<file path="src/rtl/collapse_bank_if.sv">
// Command/response bundle for collapse_bank: one valid/ready command channel,
// one valid/ready response channel and the armed-cell count.
interface collapse_bank_if #(
  parameter int DATA_W  = 8,
  parameter int BASIS_W = 8,
  parameter int DEPTH   = 16
);
  localparam int AW = $clog2(DEPTH);
  localparam int CW = $clog2(DEPTH + 1);

  logic               cmd_valid;
  logic               cmd_ready;
  logic [1:0]         cmd_op;
  logic [AW-1:0]      cmd_addr;
  logic [DATA_W-1:0]  cmd_data;
  logic [BASIS_W-1:0] cmd_basis;
  logic               rsp_valid;
  logic               rsp_ready;
  logic [DATA_W-1:0]  rsp_data;
  logic               rsp_hit;
  logic [AW-1:0]      rsp_addr;
  logic [CW-1:0]      armed_count;

  // Host side: issues commands, consumes responses.
  modport master (
    output cmd_valid, cmd_op, cmd_addr, cmd_data, cmd_basis, rsp_ready,
    input  cmd_ready, rsp_valid, rsp_data, rsp_hit, rsp_addr, armed_count
  );

  // Bank side: accepts commands, produces responses.
  modport slave (
    input  cmd_valid, cmd_op, cmd_addr, cmd_data, cmd_basis, rsp_ready,
    output cmd_ready, rsp_valid, rsp_data, rsp_hit, rsp_addr, armed_count
  );
endinterface

</file>
<file path="src/rtl/collapse_bank.sv">
// collapse_bank: DEPTH collapse cells. Each cell returns its stored value for up
// to MAX_READS correct-basis reads; any wrong-basis read, exhausted read budget,
// unarmed read or CLEAR replaces the value with LFSR entropy.
module collapse_bank #(
  parameter int          DATA_W    = 8,
  parameter int          BASIS_W   = 8,
  parameter int          DEPTH     = 16,
  parameter int          MAX_READS = 1,
  parameter logic [31:0] LFSR_SEED = 32'h0000_0001
) (
  input logic           clk,
  input logic           rst,
  collapse_bank_if.slave bus
);
  localparam int AW = $clog2(DEPTH);
  localparam int CW = $clog2(DEPTH + 1);
  localparam int RW = $clog2(MAX_READS + 1);

  localparam logic [1:0]    OP_INIT   = 2'b00;
  localparam logic [1:0]    OP_READ   = 2'b01;
  localparam logic [1:0]    OP_CLEAR  = 2'b10;
  localparam logic [1:0]    OP_NOP    = 2'b11;
  localparam logic [31:0]   LFSR_TAPS = 32'h8020_0003;
  localparam logic [AW:0]   DEPTH_L   = (AW + 1)'(DEPTH);
  localparam logic [RW-1:0] MAX_RL    = RW'(MAX_READS);
  localparam logic [CW-1:0] MAX_CNT   = CW'(DEPTH);

  // Right-shift Galois step of the entropy core.
  function automatic logic [31:0] lfsr_step(input logic [31:0] s);
    logic [31:0] shifted;
    shifted = {1'b0, s[31:1]};
    if (s[0]) begin
      lfsr_step = shifted ^ LFSR_TAPS;
    end else begin
      lfsr_step = shifted;
    end
  endfunction

  // Storage and registered outputs
  logic [31:0]        lfsr_r;
  logic [DATA_W-1:0]  value_r      [DEPTH];
  logic [BASIS_W-1:0] basis_r      [DEPTH];
  logic               armed_r      [DEPTH];
  logic [RW-1:0]      reads_left_r [DEPTH];
  logic               rsp_valid_r;
  logic [DATA_W-1:0]  rsp_data_r;
  logic               rsp_hit_r;
  logic [AW-1:0]      rsp_addr_r;
  logic [CW-1:0]      armed_count_r;

  // Command decode
  logic               cmd_ready_s;
  logic               accept_s;
  logic               addr_ok_s;
  logic [AW-1:0]      idx_s;
  logic [DATA_W-1:0]  entropy_s;
  logic [DATA_W-1:0]  cur_value_s;
  logic [BASIS_W-1:0] cur_basis_s;
  logic               cur_armed_s;
  logic [RW-1:0]      cur_rl_s;
  logic [DATA_W-1:0]  nxt_value_s;
  logic [BASIS_W-1:0] nxt_basis_s;
  logic               nxt_armed_s;
  logic [RW-1:0]      nxt_rl_s;
  logic               is_read_s;
  logic [DATA_W-1:0]  rd_data_s;
  logic               rd_hit_s;
  logic               arm_inc_s;
  logic               arm_dec_s;

  // A single response buffer: a new command may enter only if the buffer is
  // empty or being drained on this very edge.
  assign cmd_ready_s = !rsp_valid_r || bus.rsp_ready;
  assign accept_s    = bus.cmd_valid && cmd_ready_s;
  assign addr_ok_s   = ({1'b0, bus.cmd_addr} < DEPTH_L);
  assign idx_s       = addr_ok_s ? bus.cmd_addr : {AW{1'b0}};
  assign entropy_s   = lfsr_r[DATA_W-1:0];

  // Out-of-range addresses see an unarmed, non-writable cell.
  assign cur_value_s = value_r[idx_s];
  assign cur_basis_s = basis_r[idx_s];
  assign cur_armed_s = armed_r[idx_s] && addr_ok_s;
  assign cur_rl_s    = reads_left_r[idx_s];

  assign bus.cmd_ready   = cmd_ready_s;
  assign bus.rsp_valid   = rsp_valid_r;
  assign bus.rsp_data    = rsp_data_r;
  assign bus.rsp_hit     = rsp_hit_r;
  assign bus.rsp_addr    = rsp_addr_r;
  assign bus.armed_count = armed_count_r;

  // Next state of the addressed cell and the read result for the current command.
  always_comb begin
    nxt_value_s = cur_value_s;
    nxt_basis_s = cur_basis_s;
    nxt_armed_s = cur_armed_s;
    nxt_rl_s    = cur_rl_s;
    is_read_s   = 1'b0;
    rd_data_s   = entropy_s;
    rd_hit_s    = 1'b0;
    arm_inc_s   = 1'b0;
    arm_dec_s   = 1'b0;
    case (bus.cmd_op)
      OP_INIT: begin
        nxt_value_s = bus.cmd_data;
        nxt_basis_s = bus.cmd_basis;
        nxt_rl_s    = MAX_RL;
        nxt_armed_s = 1'b1;
        arm_inc_s   = !cur_armed_s;
      end
      OP_READ: begin
        is_read_s = 1'b1;
        if (cur_armed_s && (bus.cmd_basis == cur_basis_s)) begin
          rd_data_s = cur_value_s;
          rd_hit_s  = 1'b1;
          if (cur_rl_s <= RW'(1)) begin
            // Last permitted read: the genuine value is handed out once more,
            // then the cell collapses.
            nxt_rl_s    = {RW{1'b0}};
            nxt_armed_s = 1'b0;
            nxt_value_s = entropy_s;
            arm_dec_s   = 1'b1;
          end else begin
            nxt_rl_s = cur_rl_s - RW'(1);
          end
        end else if (cur_armed_s) begin
          // Wrong basis destroys the stored value immediately.
          nxt_armed_s = 1'b0;
          nxt_value_s = entropy_s;
          nxt_rl_s    = {RW{1'b0}};
          arm_dec_s   = 1'b1;
        end else begin
          nxt_value_s = entropy_s;
        end
      end
      OP_CLEAR: begin
        nxt_armed_s = 1'b0;
        nxt_rl_s    = {RW{1'b0}};
        nxt_value_s = entropy_s;
        nxt_basis_s = {BASIS_W{1'b0}};
        arm_dec_s   = cur_armed_s;
      end
      OP_NOP: begin
        nxt_value_s = cur_value_s;
      end
      default: begin
        nxt_value_s = cur_value_s;
      end
    endcase
  end

  // Free-running entropy core.
  always_ff @(posedge clk or posedge rst) begin
    if (rst) begin
      lfsr_r <= LFSR_SEED;
    end else begin
      lfsr_r <= lfsr_step(lfsr_r);
    end
  end

  // Cell storage: only the addressed cell changes, at the accept edge.
  always_ff @(posedge clk or posedge rst) begin
    if (rst) begin
      for (int i = 0; i < DEPTH; i++) begin
        value_r[i]      <= {DATA_W{1'b0}};
        basis_r[i]      <= {BASIS_W{1'b0}};
        armed_r[i]      <= 1'b0;
        reads_left_r[i] <= {RW{1'b0}};
      end
    end else if (accept_s && addr_ok_s) begin
      value_r[idx_s]      <= nxt_value_s;
      basis_r[idx_s]      <= nxt_basis_s;
      armed_r[idx_s]      <= nxt_armed_s;
      reads_left_r[idx_s] <= nxt_rl_s;
    end
  end

  // Response buffer: loads on READ accept, holds while stalled, empties when drained.
  always_ff @(posedge clk or posedge rst) begin
    if (rst) begin
      rsp_valid_r <= 1'b0;
      rsp_data_r  <= {DATA_W{1'b0}};
      rsp_hit_r   <= 1'b0;
      rsp_addr_r  <= {AW{1'b0}};
    end else if (accept_s && is_read_s) begin
      rsp_valid_r <= 1'b1;
      rsp_data_r  <= rd_data_s;
      rsp_hit_r   <= rd_hit_s;
      rsp_addr_r  <= bus.cmd_addr;
    end else if (bus.rsp_ready) begin
      rsp_valid_r <= 1'b0;
    end
  end

  // Armed-cell population, tracked alongside the cell updates and kept in range.
  always_ff @(posedge clk or posedge rst) begin
    if (rst) begin
      armed_count_r <= {CW{1'b0}};
    end else if (accept_s && addr_ok_s) begin
      if (arm_inc_s && (armed_count_r < MAX_CNT)) begin
        armed_count_r <= armed_count_r + CW'(1);
      end else if (arm_dec_s && (armed_count_r != {CW{1'b0}})) begin
        armed_count_r <= armed_count_r - CW'(1);
      end
    end
  end
endmodule

</file>
<file path="src/flat_wrapper.sv">
// flat-port wrapper written by rule: the top's interface ports become plain ports
module collapse_bank_flat 
#(
  parameter int          DATA_W    = 8,
  parameter int          BASIS_W   = 8,
  parameter int          DEPTH     = 16,
  parameter int          MAX_READS = 1,
  parameter logic [31:0] LFSR_SEED = 32'h0000_0001
)
  (clk, rst, bus_cmd_valid, bus_cmd_op, bus_cmd_addr, bus_cmd_data, bus_cmd_basis, bus_rsp_ready, bus_cmd_ready, bus_rsp_valid, bus_rsp_data, bus_rsp_hit, bus_rsp_addr, bus_armed_count);
  collapse_bank_if #(.DATA_W(DATA_W), .BASIS_W(BASIS_W), .DEPTH(DEPTH)) bus_i ();
  input logic clk;
  input logic rst;
  input wire logic [$bits(bus_i.cmd_valid)-1:0] bus_cmd_valid;
  input wire logic [$bits(bus_i.cmd_op)-1:0] bus_cmd_op;
  input wire logic [$bits(bus_i.cmd_addr)-1:0] bus_cmd_addr;
  input wire logic [$bits(bus_i.cmd_data)-1:0] bus_cmd_data;
  input wire logic [$bits(bus_i.cmd_basis)-1:0] bus_cmd_basis;
  input wire logic [$bits(bus_i.rsp_ready)-1:0] bus_rsp_ready;
  output wire logic [$bits(bus_i.cmd_ready)-1:0] bus_cmd_ready;
  output wire logic [$bits(bus_i.rsp_valid)-1:0] bus_rsp_valid;
  output wire logic [$bits(bus_i.rsp_data)-1:0] bus_rsp_data;
  output wire logic [$bits(bus_i.rsp_hit)-1:0] bus_rsp_hit;
  output wire logic [$bits(bus_i.rsp_addr)-1:0] bus_rsp_addr;
  output wire logic [$bits(bus_i.armed_count)-1:0] bus_armed_count;
  assign bus_i.cmd_valid = bus_cmd_valid;
  assign bus_i.cmd_op = bus_cmd_op;
  assign bus_i.cmd_addr = bus_cmd_addr;
  assign bus_i.cmd_data = bus_cmd_data;
  assign bus_i.cmd_basis = bus_cmd_basis;
  assign bus_i.rsp_ready = bus_rsp_ready;
  assign bus_cmd_ready = bus_i.cmd_ready;
  assign bus_rsp_valid = bus_i.rsp_valid;
  assign bus_rsp_data = bus_i.rsp_data;
  assign bus_rsp_hit = bus_i.rsp_hit;
  assign bus_rsp_addr = bus_i.rsp_addr;
  assign bus_armed_count = bus_i.armed_count;
  collapse_bank #(.DATA_W(DATA_W), .BASIS_W(BASIS_W), .DEPTH(DEPTH), .MAX_READS(MAX_READS), .LFSR_SEED(LFSR_SEED)) u_core (.clk(clk), .rst(rst), .bus(bus_i));
endmodule
</file>
<file path="config.mk">
export PLATFORM = sky130hd
export DESIGN_NAME = collapse_bank_flat
export DESIGN_NICKNAME = d
export VERILOG_FILES = /design/src/rtl/collapse_bank_if.sv /design/src/rtl/collapse_bank.sv /design/src/flat_wrapper.sv
export SDC_FILE = /design/constraint.sdc
export NUM_CORES = 1
export LEC_CHECK = 0
export CAP_MARGIN = 40
export CORE_MARGIN = 4
export CORE_UTILIZATION = 61
export DETAILED_ROUTE_END_ITERATION = 6
export PLACE_DENSITY = 0.79
export SYNTH_ARGS = -nofsm -noshare
export SYNTH_HDL_FRONTEND = slang
export SYNTH_SLANG_ARGS = --single-unit
</file>
<file path="constraint.sdc">
create_clock -name clk -period 14.7 [get_ports clk]
set_clock_uncertainty 0.15 [all_clocks]
set_input_delay 4.41 -clock clk [delete_from_list [all_inputs] [get_ports clk]]
set_output_delay 4.41 -clock clk [all_outputs]
set_load 0.005 [all_outputs]
</file>
---- Word level (Yosys, flattened, before mapping) ----
Cells that the tools add are included.
Widths: inputs -> output; s select.
cells by class
  add/sub/neg operators ................... 3
  magnitude comparators ................... 4
  eq/ne operators ......................... 4
  multiplexer cells ....................... 46
  bitwise operators ....................... 2
  reductions and logical operators ........ 14
operators by type and width
  kind                 number
  $bwmux 128           2
  $mux 8               9
  $bmux 8 s4           2
  $bwmux 16            2
  $demux 8 s4          1
  $mux 32              1
  $pmux 8 s4           1
  $mux 1               19
  $pmux 8 s2           1
  $mux 5               2
  $bmux 1 s4           2
  $eq 8x8->1           1
  $logic_and 1x1->1    6
  $pmux 1 s3           2
  $add 5x1->5 const B  1
  $ge 5x5->1 const B   1
  $lt 5x1->1 const B   1
  $lt 5x5->1 const B   1
  $not 4->5            1
  $reduce_bool 5->1    1
  $sub 5x1->5 const B  1
  $demux 1 s4          1
  $eq 2x2->1 const B   2
  $not 3->4            1
  9 further kinds      11
word-level totals
  register bits after elaboration ......... 339
  input port bits ......................... 26
  word-level logic and storage cells ...... 143

---- Depth between registers and ports, before layout ----
  word-level depth ........................ 11
  mapped depth ............................ 13

---- Worst setup path before layout ----
Ideal clock, no wire load.
  path kind ............................... input-to-output
  start point ............................. input bus_rsp_ready
  end point ............................... output bus_cmd_ready
  data arrival time ....................... 4.582 ns
  required time ........................... 10.140 ns
  slack ................................... 5.558 ns
  stages .................................. 1
  cells stage by stage .................... nand2b_1
on the way
  cells in the longest elaborated chain, start to end .. 1
RTL lines
  item              RTL line             text
  start, declared   flat_wrapper.sv:19   input wire logic [$bits(bus_i.rsp_ready)-1:0] bus_rsp_ready;
  $logic_or 1x1->1  collapse_bank.sv:73  assign cmd_ready_s = !rsp_valid_r || bus.rsp_ready;
  end, declared     flat_wrapper.sv:20   output wire logic [$bits(bus_i.cmd_ready)-1:0] bus_cmd_ready;
No other way between the ends.

---- Worst setup path after layout ----
Ends and elaborated chain as after synthesis.

==> impl_metrics.ini <==
[outcome]
outcome = completed

[clocking]
cts_tree = yes
cts_hold_buf = 0
cts_setup_buffers = 0
ctsResizeCount = 0
cts.htree.levels = 2
clockBufferDepth = 3
path_clk_slew_ps = 70
cts_root_buf = clkbuf_16
clkLatencyLatePin_ps = 520
cts_inserted_buffers = 34
cts.sinks = 323

[setup_path]
rr_endpoint = u_core.bus.armed_count[3]
regToRegStartpoint = u_core.armed_r[3]
crit_path_end_kind = output port
path_delay_family = buffers and inverters
worstPathCellList = clkdlybuf4s50_1 > nand2b_1 > clkdlybuf4s50_1
worstPathRequired_ps = 10140
rr_worst_depth = 9
rrSetupSlack_ps = 11480
max_stage_delay_ps = 520
path_common_cell = clkdlybuf4s50_1
critPathSlowestCell = clkdlybuf4s50_1
path_class = input pin to output port
cp_max_fo = 5
critPathLaunchType = input pin
cp.buffers_inverters = 2
cp.arrival_ps = 5560

[synthesis]
synth_ff_type = dfrtp_1
synthTopCellsByCount = dfrtp_1, mux2_2, nor2_1
syn_nets = 1185
synth-warning-count = 0
yosysSeqAreaShare_pct = 55.5
synth-edff-count = 0
ys_types = 53
ys_async_sr_fraction_pct = 100
synth_cells = 1148
synth.most_common_cell = dfrtp_1
netlist_top_cells_area = dfrtp_1, mux2_2, mux4_2
synth_area_leader_cell = dfrtp_1
yosys.area.top_type_share_pct = 55.3
syn-cell-area_um2 = 14600
avgSynthCellArea_um2 = 12.7
synth_seq_cells = 323

[grt]
use_met3_pct = 4.91
grt_pass1_wl_um = 55000
grt_busiest_layer = met2
grt_antenna_before_repair = 0
grt_use_met2_pct = 44.0
grt_overflow = 0
grt_usage_pct = 26.8
grtUsageMet1_pct = 37.0
grt_max_degree = 182
first_global_vias = 9901

[die]
io_pins = 46
core_um2 = 23500
die-area_um2 = 26400
dieWidth_um = 163
initial_core_util_pct = 62.0
fp-row-count = 56
die_y_um = 163

[detailed_routing]
vias = 9644
viasPerCell = 6.30
drtIter0Drc = 978
ant_nets = 0
firstDrtPassIters = 5
drc = 0
wl_per_cell_um = 22.5
wirelength_um = 34400

[power_and_ir_drop]
peakVddDrop_mv = 0.0917
power.switching_mw = 0.675
switching_share_pct = 27.1
clkPwrFrac_pct = 35.1
combinationalPowerShare_pct = 18.8
p_leak_nw = 7.50
p_int_mw = 1.82
p_seq_share_pct = 46.1
cellPowerDensity_nw_per_um2 = 151

[cells_and_area]
syn_to_final_growth_pct = 13.5
diodes = 0
drive_gt1_share_pct = 26.5
fin_nets = 1225
fin_util_pct = 70.4

[placement]
gp_congestion = 0.839
dp_hpwl_um = 21200
portBuffers = 45

[sta]
setup_viol = 0
rsz0062_at_grt = false
period_needed_ps = 10120
finalMaxSlewViolations = 0
finalSetupTns_ps = 0
fmax_mhz = 98.8
finalCritPeriodShare_pct = 68.9
slew_headroom_pct = 35.9
worst_slew_pin_slew_ps = 962
hold_violations = 0

[job]
cap_violations = 0

[worst_hold_path]
hold_class = register to register
hold_end = u_core.lfsr_r[18]
hold_start = u_core.lfsr_r[19]
hold_depth = 0
==> metal layers <==
| layer | vias to the layer above | share of wire (%) |
|---|---|---|
| met4 | 0 | 2.9 |
| met1 | 4939 | 41 |
| met5 | - | 0 |
| li1 | 4219 | - |
| met3 | 90 | 7.7 |
| met2 | 396 | 49 |
==> stage by stage <==
stage / hold WS (ps) / instance area [um2] / setup slack, ps / cells / total power [mW]
6_report: 190 / 16500 / 4580 / 1532 / 2.49
5_1_grt: 202 / 16500 / 4550 / 1532 / 2.60
4_1_cts: 191 / 16500 / 4560 / 1532 / 2.50
3_5_place_dp: 185 / 15400 / 4560 / 1471 / 1.62
3_3_place_gp: 184 / 15300 / 4590 / 1458 / 1.58
2_1_floorplan: 181 / 14600 / 1200 / 1148 / 1.47
==> power groups by stage <==
stage	combinational [mW]	clock, mW	sequential, mW
after floorplan	0.344	0	1.13
after global placement	0.435	0	1.15
after detailed placement	0.463	0	1.16
after CTS	0.469	0.884	1.14
after global routing	0.516	0.925	1.16
final	0.468	0.874	1.15
==> layout make-up <==
class	instances	area [um2]
Sequential cell	323	8080
Tap cell	319	399
Fill cell	1521	6940
Clock inverter	14	159
Clock buffer	47	981
Inverter	12	52.6
Multi-Input combinational cell	731	6060
Timing Repair Buffer	86	796
==> how the worst max path moves through the flow <==
| stage | from | to | slack [ps] | cells past startpoint |
|---|---|---|---|---|
| 4_1_cts | bus_rsp_ready | bus_cmd_ready | 4560 | 3 |
| 3_3_place_gp | bus_rsp_ready | bus_cmd_ready | 4590 | 3 |
| 6_report | bus_rsp_ready | bus_cmd_ready | 4580 | 3 |
| 2_1_floorplan | rst | u_core.armed_r[0] | 1200 | 1 |
| 5_1_grt | bus_rsp_ready | bus_cmd_ready | 4550 | 3 |
| 3_5_place_dp | bus_rsp_ready | bus_cmd_ready | 4560 | 3 |
==> layout by cell type, fill, tap and decap left out, types with 8 or more instances in the layout <==
| master | instances |
|---|---|
| dfrtp_1 | 322 |
| mux2_2 | 134 |
| nor2_1 | 125 |
| a21oi_1 | 115 |
| nand2_1 | 82 |
| mux4_2 | 62 |
| o21ai_0 | 58 |
| clkdlybuf4s50_1 | 41 |
| buf_4 | 40 |
| clkbuf_16 | 35 |
| mux2i_1 | 25 |
| a22oi_1 | 23 |
| mux4_1 | 12 |
| inv_1 | 10 |
| ha_1 | 10 |
| nor2_2 | 9 |
| a31oi_1 | 9 |
| clkinv_2 | 8 |
==> flip-flops by register name (all words and copies together), names as in the netlist <==
register / count
u_core.bus.rsp_hit: 1
u_core.basis_r: 128
u_core.bus.rsp_addr: 4
u_core.lfsr_r: 32
u_core.armed_r: 16
u_core.bus.armed_count: 5
u_core.bus.rsp_valid: 1
u_core.bus.rsp_data: 8
u_core.value_r: 128
==> cell families after synthesis <==
kind of cell | share of synthesized area [%]
muxes | 23.8
buffers and inverters | 3.17
xor gates and xnor gates | 0.541
and+or+nand+nor | 7.31
AOI/OAI and AO/OA | 8.64
adders and majority gates | 0.997
DFF | 55.5
Power figures use the tool's default switching activity.
